## src/rtl/entrada_io_debounce_if.sv

```systemverilog
// CPU-side capture handshake for entrada_io_debounce: the held switch snapshot
// plus its valid/consume/overwrite flags.
interface entrada_io_debounce_if #(
   parameter int DATA_W = 4
);
   logic              consumir;
   logic              dado_valido;
   logic [DATA_W-1:0] dado_capturado;
   logic              sobrescrita;

   modport master (
      input  consumir,
      output dado_valido,
      output dado_capturado,
      output sobrescrita
   );

   modport slave (
      output consumir,
      input  dado_valido,
      input  dado_capturado,
      input  sobrescrita
   );
endinterface

```

## src/rtl/entrada_io_debounce.sv

```systemverilog
// Button/switch conditioning for the CPU IN path: synchronise, debounce, snapshot on press.
// Optional auto-repeat while the button is held: define INPUT_AUTOREPEAT_EN.
module entrada_io_debounce #(
   parameter int DEBOUNCE_CYCLES   = 50000,
   parameter int DATA_W            = 4,
   parameter bit BUTTON_ACTIVE_LOW = 1'b1
`ifdef INPUT_AUTOREPEAT_EN
   ,
   parameter int REPEAT_DELAY      = 25000000,
   parameter int REPEAT_RATE       = 10000000
`endif
) (
   input  logic                       clock,
   input  logic                       reset,
   input  logic                       botao_raw,
   input  logic [DATA_W-1:0]          dados_raw,
   output logic                       botao_limpo,
   output logic                       pulso_botao,
   entrada_io_debounce_if.master      cpu
);

   localparam int CNT_W = $clog2(DEBOUNCE_CYCLES);
   // Accept on the edge where the count would reach DEBOUNCE_CYCLES-1.
   localparam logic [CNT_W-1:0] CNT_LAST = CNT_W'(DEBOUNCE_CYCLES - 2);

`ifdef INPUT_AUTOREPEAT_EN
   localparam int HOLD_MAX = (REPEAT_DELAY > REPEAT_RATE) ? REPEAT_DELAY : REPEAT_RATE;
   localparam int HOLD_W   = (HOLD_MAX > 1) ? $clog2(HOLD_MAX) : 1;
   localparam logic [HOLD_W-1:0] HOLD_FIRST = HOLD_W'(REPEAT_DELAY - 1);
   localparam logic [HOLD_W-1:0] HOLD_NEXT  = HOLD_W'(REPEAT_RATE - 1);
`endif

   typedef enum logic [1:0] {
      SOLTO,
      CONF_PRESS,
      PRESSIONADO,
      CONF_SOLTA
   } estado_t;

   logic              btn_norm;
   logic              btn_s1_q;
   logic              btn_s2_q;
   logic [DATA_W-1:0] sw_s1_q;
   logic [DATA_W-1:0] sw_s2_q;

   estado_t           estado_q;
   logic [CNT_W-1:0]  cnt_q;
   logic              limpo_q;
   logic              pulso_q;
`ifdef INPUT_AUTOREPEAT_EN
   logic [HOLD_W-1:0] hold_q;
   logic              repetindo_q;
`endif

   logic              valido_q;
   logic              valido_d;
   logic [DATA_W-1:0] dado_q;
   logic [DATA_W-1:0] dado_d;
   logic              sobre_q;
   logic              sobre_d;

   assign btn_norm = BUTTON_ACTIVE_LOW ? ~botao_raw : botao_raw;

   // ---- stage: two-flop synchronisers
   always_ff @(posedge clock or posedge reset) begin
      if (reset) begin
         btn_s1_q <= 1'b0;
         btn_s2_q <= 1'b0;
         sw_s1_q  <= '0;
         sw_s2_q  <= '0;
      end else begin
         btn_s1_q <= btn_norm;
         btn_s2_q <= btn_s1_q;
         sw_s1_q  <= dados_raw;
         sw_s2_q  <= sw_s1_q;
      end
   end

   // ---- stage: debounce FSM with registered level and press pulse
   always_ff @(posedge clock or posedge reset) begin
      if (reset) begin
         estado_q    <= SOLTO;
         cnt_q       <= '0;
         limpo_q     <= 1'b0;
         pulso_q     <= 1'b0;
`ifdef INPUT_AUTOREPEAT_EN
         hold_q      <= '0;
         repetindo_q <= 1'b0;
`endif
      end else begin
         pulso_q <= 1'b0;
`ifdef INPUT_AUTOREPEAT_EN
         hold_q      <= '0;
         repetindo_q <= 1'b0;
`endif
         case (estado_q)
            SOLTO: begin
               if (btn_s2_q) begin
                  estado_q <= CONF_PRESS;
                  cnt_q    <= '0;
               end
            end
            CONF_PRESS: begin
               if (!btn_s2_q) begin
                  estado_q <= SOLTO;
               end else if (cnt_q == CNT_LAST) begin
                  estado_q <= PRESSIONADO;
                  limpo_q  <= 1'b1;
                  pulso_q  <= 1'b1;
               end else begin
                  cnt_q <= cnt_q + 1'b1;
               end
            end
            PRESSIONADO: begin
               if (!btn_s2_q) begin
                  estado_q <= CONF_SOLTA;
                  cnt_q    <= '0;
               end
`ifdef INPUT_AUTOREPEAT_EN
               // First repeat waits REPEAT_DELAY, later ones REPEAT_RATE.
               else if (hold_q == (repetindo_q ? HOLD_NEXT : HOLD_FIRST)) begin
                  pulso_q     <= 1'b1;
                  hold_q      <= '0;
                  repetindo_q <= 1'b1;
               end else begin
                  hold_q      <= hold_q + 1'b1;
                  repetindo_q <= repetindo_q;
               end
`endif
            end
            CONF_SOLTA: begin
               if (btn_s2_q) begin
                  estado_q <= PRESSIONADO;
               end else if (cnt_q == CNT_LAST) begin
                  estado_q <= SOLTO;
                  limpo_q  <= 1'b0;
               end else begin
                  cnt_q <= cnt_q + 1'b1;
               end
            end
            default: estado_q <= SOLTO;
         endcase
      end
   end

   // A press that coincides with a consume replaces the old value cleanly.
   always_comb begin
      valido_d = valido_q;
      dado_d   = dado_q;
      sobre_d  = sobre_q;
      if (pulso_q) begin
         if (!valido_q || cpu.consumir) begin
            valido_d = 1'b1;
            dado_d   = sw_s2_q;
            sobre_d  = 1'b0;
         end else begin
            sobre_d  = 1'b1;
         end
      end else if (cpu.consumir && valido_q) begin
         valido_d = 1'b0;
         sobre_d  = 1'b0;
      end
   end

   // ---- stage: holding register
   always_ff @(posedge clock or posedge reset) begin
      if (reset) begin
         valido_q <= 1'b0;
         dado_q   <= '0;
         sobre_q  <= 1'b0;
      end else begin
         valido_q <= valido_d;
         dado_q   <= dado_d;
         sobre_q  <= sobre_d;
      end
   end

   assign botao_limpo        = limpo_q;
   assign pulso_botao        = pulso_q;
   assign cpu.dado_valido    = valido_q;
   assign cpu.dado_capturado = dado_q;
   assign cpu.sobrescrita    = sobre_q;

endmodule
```

## src/flat_wrapper.sv

```systemverilog
// flat-port wrapper written by rule: the top's interface ports become plain ports
module entrada_io_debounce_flat 
#(
   parameter int DEBOUNCE_CYCLES   = 50000,
   parameter int DATA_W            = 4,
   parameter bit BUTTON_ACTIVE_LOW = 1'b1

)
  (clock, reset, botao_raw, dados_raw, botao_limpo, pulso_botao, cpu_consumir, cpu_dado_valido, cpu_dado_capturado, cpu_sobrescrita);
  entrada_io_debounce_if #(.DATA_W(DATA_W)) cpu_i ();
  input  logic clock;
  input  logic reset;
  input  logic botao_raw;
  input  logic [DATA_W-1:0] dados_raw;
  output logic botao_limpo;
  output logic pulso_botao;
  input wire logic [$bits(cpu_i.consumir)-1:0] cpu_consumir;
  output wire logic [$bits(cpu_i.dado_valido)-1:0] cpu_dado_valido;
  output wire logic [$bits(cpu_i.dado_capturado)-1:0] cpu_dado_capturado;
  output wire logic [$bits(cpu_i.sobrescrita)-1:0] cpu_sobrescrita;
  assign cpu_i.consumir = cpu_consumir;
  assign cpu_dado_valido = cpu_i.dado_valido;
  assign cpu_dado_capturado = cpu_i.dado_capturado;
  assign cpu_sobrescrita = cpu_i.sobrescrita;
  entrada_io_debounce #(.DEBOUNCE_CYCLES(DEBOUNCE_CYCLES), .DATA_W(DATA_W), .BUTTON_ACTIVE_LOW(BUTTON_ACTIVE_LOW)) u_core (.clock(clock), .reset(reset), .botao_raw(botao_raw), .dados_raw(dados_raw), .botao_limpo(botao_limpo), .pulso_botao(pulso_botao), .cpu(cpu_i));
endmodule
```

## config.mk

```make
export PLATFORM = sky130hd
export DESIGN_NAME = entrada_io_debounce_flat
export DESIGN_NICKNAME = d
export VERILOG_FILES = /design/src/rtl/entrada_io_debounce_if.sv /design/src/rtl/entrada_io_debounce.sv /design/src/flat_wrapper.sv
export SDC_FILE = /design/constraint.sdc
export NUM_CORES = 1
export LEC_CHECK = 0
export CORE_MARGIN = 8
export CORE_UTILIZATION = 50
export CTS_CLUSTER_DIAMETER = 30
export CTS_CLUSTER_SIZE = 30
export DETAILED_ROUTE_END_ITERATION = 7
export GPL_TIMING_DRIVEN = 1
export PLACE_DENSITY_LB_ADDON = 0.3
export SYNTH_ARGS = -nofsm -noshare
export SYNTH_HDL_FRONTEND = slang
export SYNTH_SLANG_ARGS = --single-unit
```

## constraint.sdc

```tcl
create_clock -name clock -period 4.5 [get_ports clock]
set_input_delay 0.9 -clock clock [delete_from_list [all_inputs] [get_ports clock]]
set_output_delay 0.9 -clock clock [all_outputs]
set_load 0.05 [all_outputs]
```

==> results of run 1 <==
[routing by layer]
| metal | track usage (%) | vias to the layer above | routed length, um |
|---|---|---|---|
| met4 | 7.937 | 0 | 40 |
| met1 | 15.44 | 544 | 1351 |
| met3 | 3.994 | 6 | 234 |
| met5 | 0 | - | 0 |
| li1 | - | 541 | - |
| met2 | 19.06 | 35 | 1440 |
[layout by cell type, fill, tap and decap left out, types with 4 or more instances in the layout]
| cell | count |
|---|---|
| a21oi_1 | 9 |
| clkbuf_4 | 5 |
| clkdlybuf4s50_1 | 15 |
| dfrtp_1 | 36 |
| inv_1 | 6 |
| mux2_2 | 4 |
| nand2_1 | 12 |
| nand3_1 | 6 |
| nand4_1 | 5 |
| nor2_1 | 5 |
| o21ai_0 | 9 |
| o31ai_1 | 9 |
| or4_1 | 6 |
[kinds of logic (layout without fill, tap and decap cells)]
family | Yosys count | count (layout) | share of synthesized area [%]
flops | 36 | 36 | 56.83
simple gates | 52 | 52 | 20.52
fa+ha+maj | 2 | 2 | 1.578
xor+xnor | 4 | 4 | 2.684
compound gates | 30 | 30 | 12.55
mux | 5 | 5 | 3.473
buf+inv | 8 | 30 | 2.367
[where the power goes]
part / total (W) / internal (W) / switching, W
clock: 0.000178 / 0.0000614 / 0.000117
combinational: 0.0000299 / 0.0000129 / 0.0000170
sequential: 0.000339 / 0.000331 / 0.00000736
[state kept, by name (all words and copies together), names as in the netlist, named ones only]
name,count
u_core.estado_q,1
u_core.cpu.dado_valido,1
u_core.cpu.dado_capturado,4
u_core.cnt_q,16
u_core.btn_s1_q,1
u_core.sw_s1_q,4
u_core.pulso_botao,1
u_core.btn_s2_q,1
u_core.sw_s2_q,4
u_core.cpu.sobrescrita,1
u_core.botao_limpo,1
[layout make-up]
class,count,area [um2]
fillers,242,1184
clock inverters,3,23.77
multi-input cells,93,646.9
clock buffers,5,37.54
well taps,44,55.05
flip-flops and latches,36,900.9
inverters,6,22.52
repair buffers,16,157.7
[final timing paths]
path	slack, ns	endpoint	depth (start not counted)	start
max	2.00	pulso_botao	1	u_core.pulso_botao
min	0.36	u_core.sw_s2_q[2]	0	u_core.sw_s1_q[2]
max reg2reg	2.27	u_core.cnt_q[14]	4	u_core.cnt_q[7]
min reg2reg	0.36	u_core.sw_s2_q[2]	0	u_core.sw_s1_q[2]
max in group asynchronous	3.26	u_core.cnt_q[0]	3	reset
min in group asynchronous	0.93	u_core.sw_s1_q[0]	3	reset
[metrics by stage]
stage | setup WS [ns] | total power, W | instances | hold WS (ns) | area, um2
6_report | 1.998 | 0.0005468 | 203 | 0.3603 | 1844
5_1_grt | 1.936 | 0.0005731 | 203 | 0.3662 | 1844
4_1_cts | 1.982 | 0.0005510 | 203 | 0.3624 | 1844
3_5_place_dp | 2.300 | 0.0003757 | 195 | 0.3355 | 1783
3_3_place_gp | 2.377 | 0.0003738 | 195 | 0.3334 | 1783
2_1_floorplan | 2.665 | 0.0003626 | 137 | 0.3312 | 1585
[synth_stat cells (2+ instances only)]
cell / number / area (um2)
dfrtp_1: 36 / 900.9
nand2_1: 12 / 45.04
a21oi_1: 9 / 45.04
o21ai_0: 9 / 45.04
o31ai_1: 9 / 67.56
inv_1: 6 / 22.52
nand3_1: 6 / 30.03
or4_1: 6 / 45.04
nand4_1: 5 / 31.28
nor2_1: 5 / 18.77
mux2_2: 4 / 45.04
and2_1: 3 / 18.77
nand2b_1: 3 / 18.77
and4_1: 2 / 17.52
ha_1: 2 / 25.02
or4bb_1: 2 / 22.52
xor2_1: 2 / 17.52
==> results.yml, run 1 <==
run_status:
  status: "finished, final reports clean"
cts:
  post-cts-setup-buffers: 0
  cts_tree: "done"
  cts_sinks: 36
  ctsHoldBuffers: 0
  cts_root_buffer: "clkbuf_4"
  cts_buffer_depth: 2
  clkSlewWorstSetupHoldPaths_ns: 0.12
  cts_resized: 0
  cts_made_buffers: 5
  h-tree-depth: 2
  clkLatencyLatePin_ns: 0.35
yosys:
  avgSynthCellArea_um2: 11.57
  synth-main-ff-cell: "dfrtp_1"
  synth_warnings: 0
  syn_inst: 137
  ys_types: 33
  synth_area_mm2: 0.001585
  ys_seq_area_share_pct: 56.83
  synthesis.nets: 147
  ys_ff_latch: 36
  async_reset_ff_share_pct: 100.0
  synth_edf_count: 0
setup_path:
  worstPathArrival_ns: 1.60
  critPathRequiredTime_ns: 3.60
  critPathSlowestCell: "clkdlybuf4s50_1"
  critPathCaptureType: "primary output"
  critPathBufInv: 1
  critPathMaxStageDelay_ns: 0.83
  cp_max_fo: 4
  worstSetupPathType: "flip-flop to primary output"
  crit_chain: "clkdlybuf4s50_1"
  crit_family: "buffers and inverters"
  cp-start-kind: "flip-flop"
power:
  power_leakage_nw: 0.7846
  ir_drop_uv: 201.6
  p_per_area_mw_per_mm2: 296.5
timing:
  rsz0062_at_grt: "no"
  setup_violations: 0
  worst_pin_slew_ns: 0.7607
  slew_headroom_pct: 49.11
  hold_violations: 0
  finalSetupTns_ns: 0
  final.period_utilization_pct: 55.59
  max_freq_mhz: 399.7
  slew_violations: 0
  fin_skew_ns: 0.004773
  min_period_ns: 2.502
hold_path:
  hp-class: "flip-flop to flip-flop"
routing:
  vias: 1126
  drt_iter0_drc: 60
  drc_errors: 0
  vias_per_cell: 5.547
  drtAntennaViolNets: 0
  routedWlPerCell_um: 15.10
  dr.pass1.iters: 4
  finalWirelength_um: 3066
grt:
  grt_max_degree: 37
  grt_pass1_vias: 1151
  grt_util_all_layers_pct: 12.70
  grt_pass1_wl_um: 5168
  grt_overflow_total: 0
  antenna_found_initial: 0
die:
  fp.dieH_um: 72.31
  die_width_um: 72.31
  io_pins: 16
  die-area_mm2: 0.005228
  core_area_mm2: 0.003028
  rows: 20
  initial_core_util_pct: 52.36
placement:
  gp_congestion: 0.8282
  portBuffers: 15
  hpwl_um: 2201
layout:
  fin_nets: 168
  final_core_util_pct: 60.91
  antennaDiodeCount: 0
  drive_above_1_share_pct: 12.58
  syn2layout_area_growth_pct: 16.34
job:
  maxCapViolCount: 0
(Power assumes the default switching activity.)
==> run 2, diff against run 1 <==
==> constraint.sdc (replaced) <==
create_clock -name clock -period 2.05 [get_ports clock]
set_input_delay 0.41 -clock clock [delete_from_list [all_inputs] [get_ports clock]]
set_output_delay 0.41 -clock clock [all_outputs]
set_load 0.05 [all_outputs]
==> results.yml, run 2 (synthesis results as in run 1) <==
run_status:
  status: "finished, final reports clean"
setup_path:
  worstPathArrival_ns: 2.19
  cp_max_fo: 6
  critPathRequiredTime_ns: 2.27
  crit_chain: "inv_1 -> ha_1 -> or4bb_1 -> or4_4 -> o21ai_0 -> o21ai_0"
  cp-start-kind: "flip-flop"
  critPathMaxStageDelay_ns: 0.48
  worstSetupPathType: "flip-flop to flip-flop"
  crit_top_cell: "o21ai_0"
  critPathCaptureType: "flip-flop"
  critPathSlowestCell: "or4bb_1"
cts:
  clkLatencyLatePin_ns: 0.34
  cts_tree: "done"
  clkSlewWorstSetupHoldPaths_ns: 0.10
  cts_sinks: 36
  cts_buffer_depth: 2
  post-cts-setup-buffers: 0
  cts_made_buffers: 5
  ctsHoldBuffers: 0
  cts_root_buffer: "clkbuf_4"
  cts_resized: 0
  h-tree-depth: 2
layout:
  syn2layout_area_growth_pct: 20.28
  drive_above_1_share_pct: 15.15
  most-common-layout-cells: "dfrtp_1 (36), clkdlybuf4s50_1 (14), nand2_1 (12)"
  final_core_util_pct: 62.98
  fin_nets: 174
  fin_cells: 209
  antennaDiodeCount: 0
  largest_reg_flops: 16
  final_common_cell: "dfrtp_1"
  largest-register: "u_core.cnt_q"
timing:
  timing.hold.ws_ns: 0.3580
  hold_violations: 0
  finalSetupTns_ns: 0
  setup_violations: 0
  slew_violations: 0
  final.period_utilization_pct: 96.15
  min_period_ns: 1.971
  max_freq_mhz: 507.3
  fin_skew_ns: 0.006946
  worst_pin_slew_ns: 0.5184
  slew_headroom_pct: 65.31
  rsz0062_at_grt: "no"
die:
  die-area_mm2: 0.005228
  core_area_mm2: 0.003028
  fp.dieH_um: 72.31
  rows: 20
  die_width_um: 72.31
  io_pins: 16
  initial_core_util_pct: 52.36
routing:
  vias: 1156
  highest-signal-layer: "met4"
  finalWirelength_um: 3000
  vias_per_cell: 5.531
  met3_wirelength_um: 162
  drc_errors: 0
  drtAntennaViolNets: 0
  drt_iter0_drc: 66
  wl_met1_um: 1394
  routedWlPerCell_um: 14.35
  dr.pass1.iters: 4
  dr_wl_met2_um: 1378
placement:
  dp.cells: 201
  portBuffers: 15
  gp_congestion: 0.8327
  hpwl_um: 2183
grt:
  grt_pass1_wl_um: 5264
  grt_overflow_total: 0
  antenna_found_initial: 0
  grt_util_all_layers_pct: 13.17
  grt_pass1_vias: 1155
  grt_max_degree: 37
hold_path:
  hp-class: "flip-flop to flip-flop"
job:
  maxCapViolCount: 0
power:
  ir_drop_uv: 567.2
  power_leakage_nw: 0.8489
  p_per_area_mw_per_mm2: 681.0
[run 2: changes by cell type in the layout (fill, tap and decap cells not counted), sizes merged]
cell,change
bufinv,+1
dlymetal6s2s,+1
clkinvlp,-2
clkdlybuf4s50,-1
clkbuf,+1
buf,+6
[run 2: critical path: cells and delay by family (launching register included)]
| family | cells | cell delay, ns |
|---|---|---|
| flops | 1 | 0.45 |
| buf+inv | 1 | 0.08 |
| fa+ha+maj | 1 | 0.13 |
| compound gates | 2 | 0.26 |
| simple gates | 2 | 0.94 |
[run 2: area by class of cell]
cell class,instances,area (um2)
multi-input combinational,93,646.9
timing repair buffer,22,205.2
clock inverter,2,35.03
sequential,36,900.9
tap,44,55.05
fill,256,1121
inverter,6,22.52
clock buffer,6,41.29
[run 2: worst paths after layout]
check | start | to | slack (ns) | depth (start not counted)
max in group asynchronous | reset | u_core.cnt_q[13] | 1.28 | 3
hold / removal | u_core.sw_s1_q[1] | u_core.sw_s2_q[1] | 0.36 | 0
setup reg to reg | u_core.cnt_q[0] | u_core.botao_limpo | 0.08 | 6
setup / recovery | u_core.cnt_q[0] | u_core.botao_limpo | 0.08 | 6
min in group asynchronous | reset | u_core.cpu.dado_capturado[3] | 0.45 | 3
hold reg to reg | u_core.sw_s1_q[1] | u_core.sw_s2_q[1] | 0.36 | 0
[run 2: report_power, final]
group	internal (W)	switching, W
Clock	0.000256	0.000227
Sequential	0.000727	0.0000151
Combinational	0.0000322	0.0000413
Total	0.00102	0.000283
[run 2: per-layer routing]
metal | global-route usage (%) | vias up
met3 | 5.510 | 6
met2 | 20.76 | 22
li1 | - | 559
met5 | 0 | -
met4 | 6.803 | 0
met1 | 14.86 | 569
[run 2: metrics by stage]
stage	cell area [um2]	total power, W	setup WS (ns)
after floorplan	1585	0.0007958	0.2148
after global placement	1828	0.0008257	0.1400
after detailed placement	1828	0.0008309	0.08458
after CTS	1904	0.001316	0.03809
after global routing	1907	0.001355	0.004352
final	1907	0.001299	0.07884
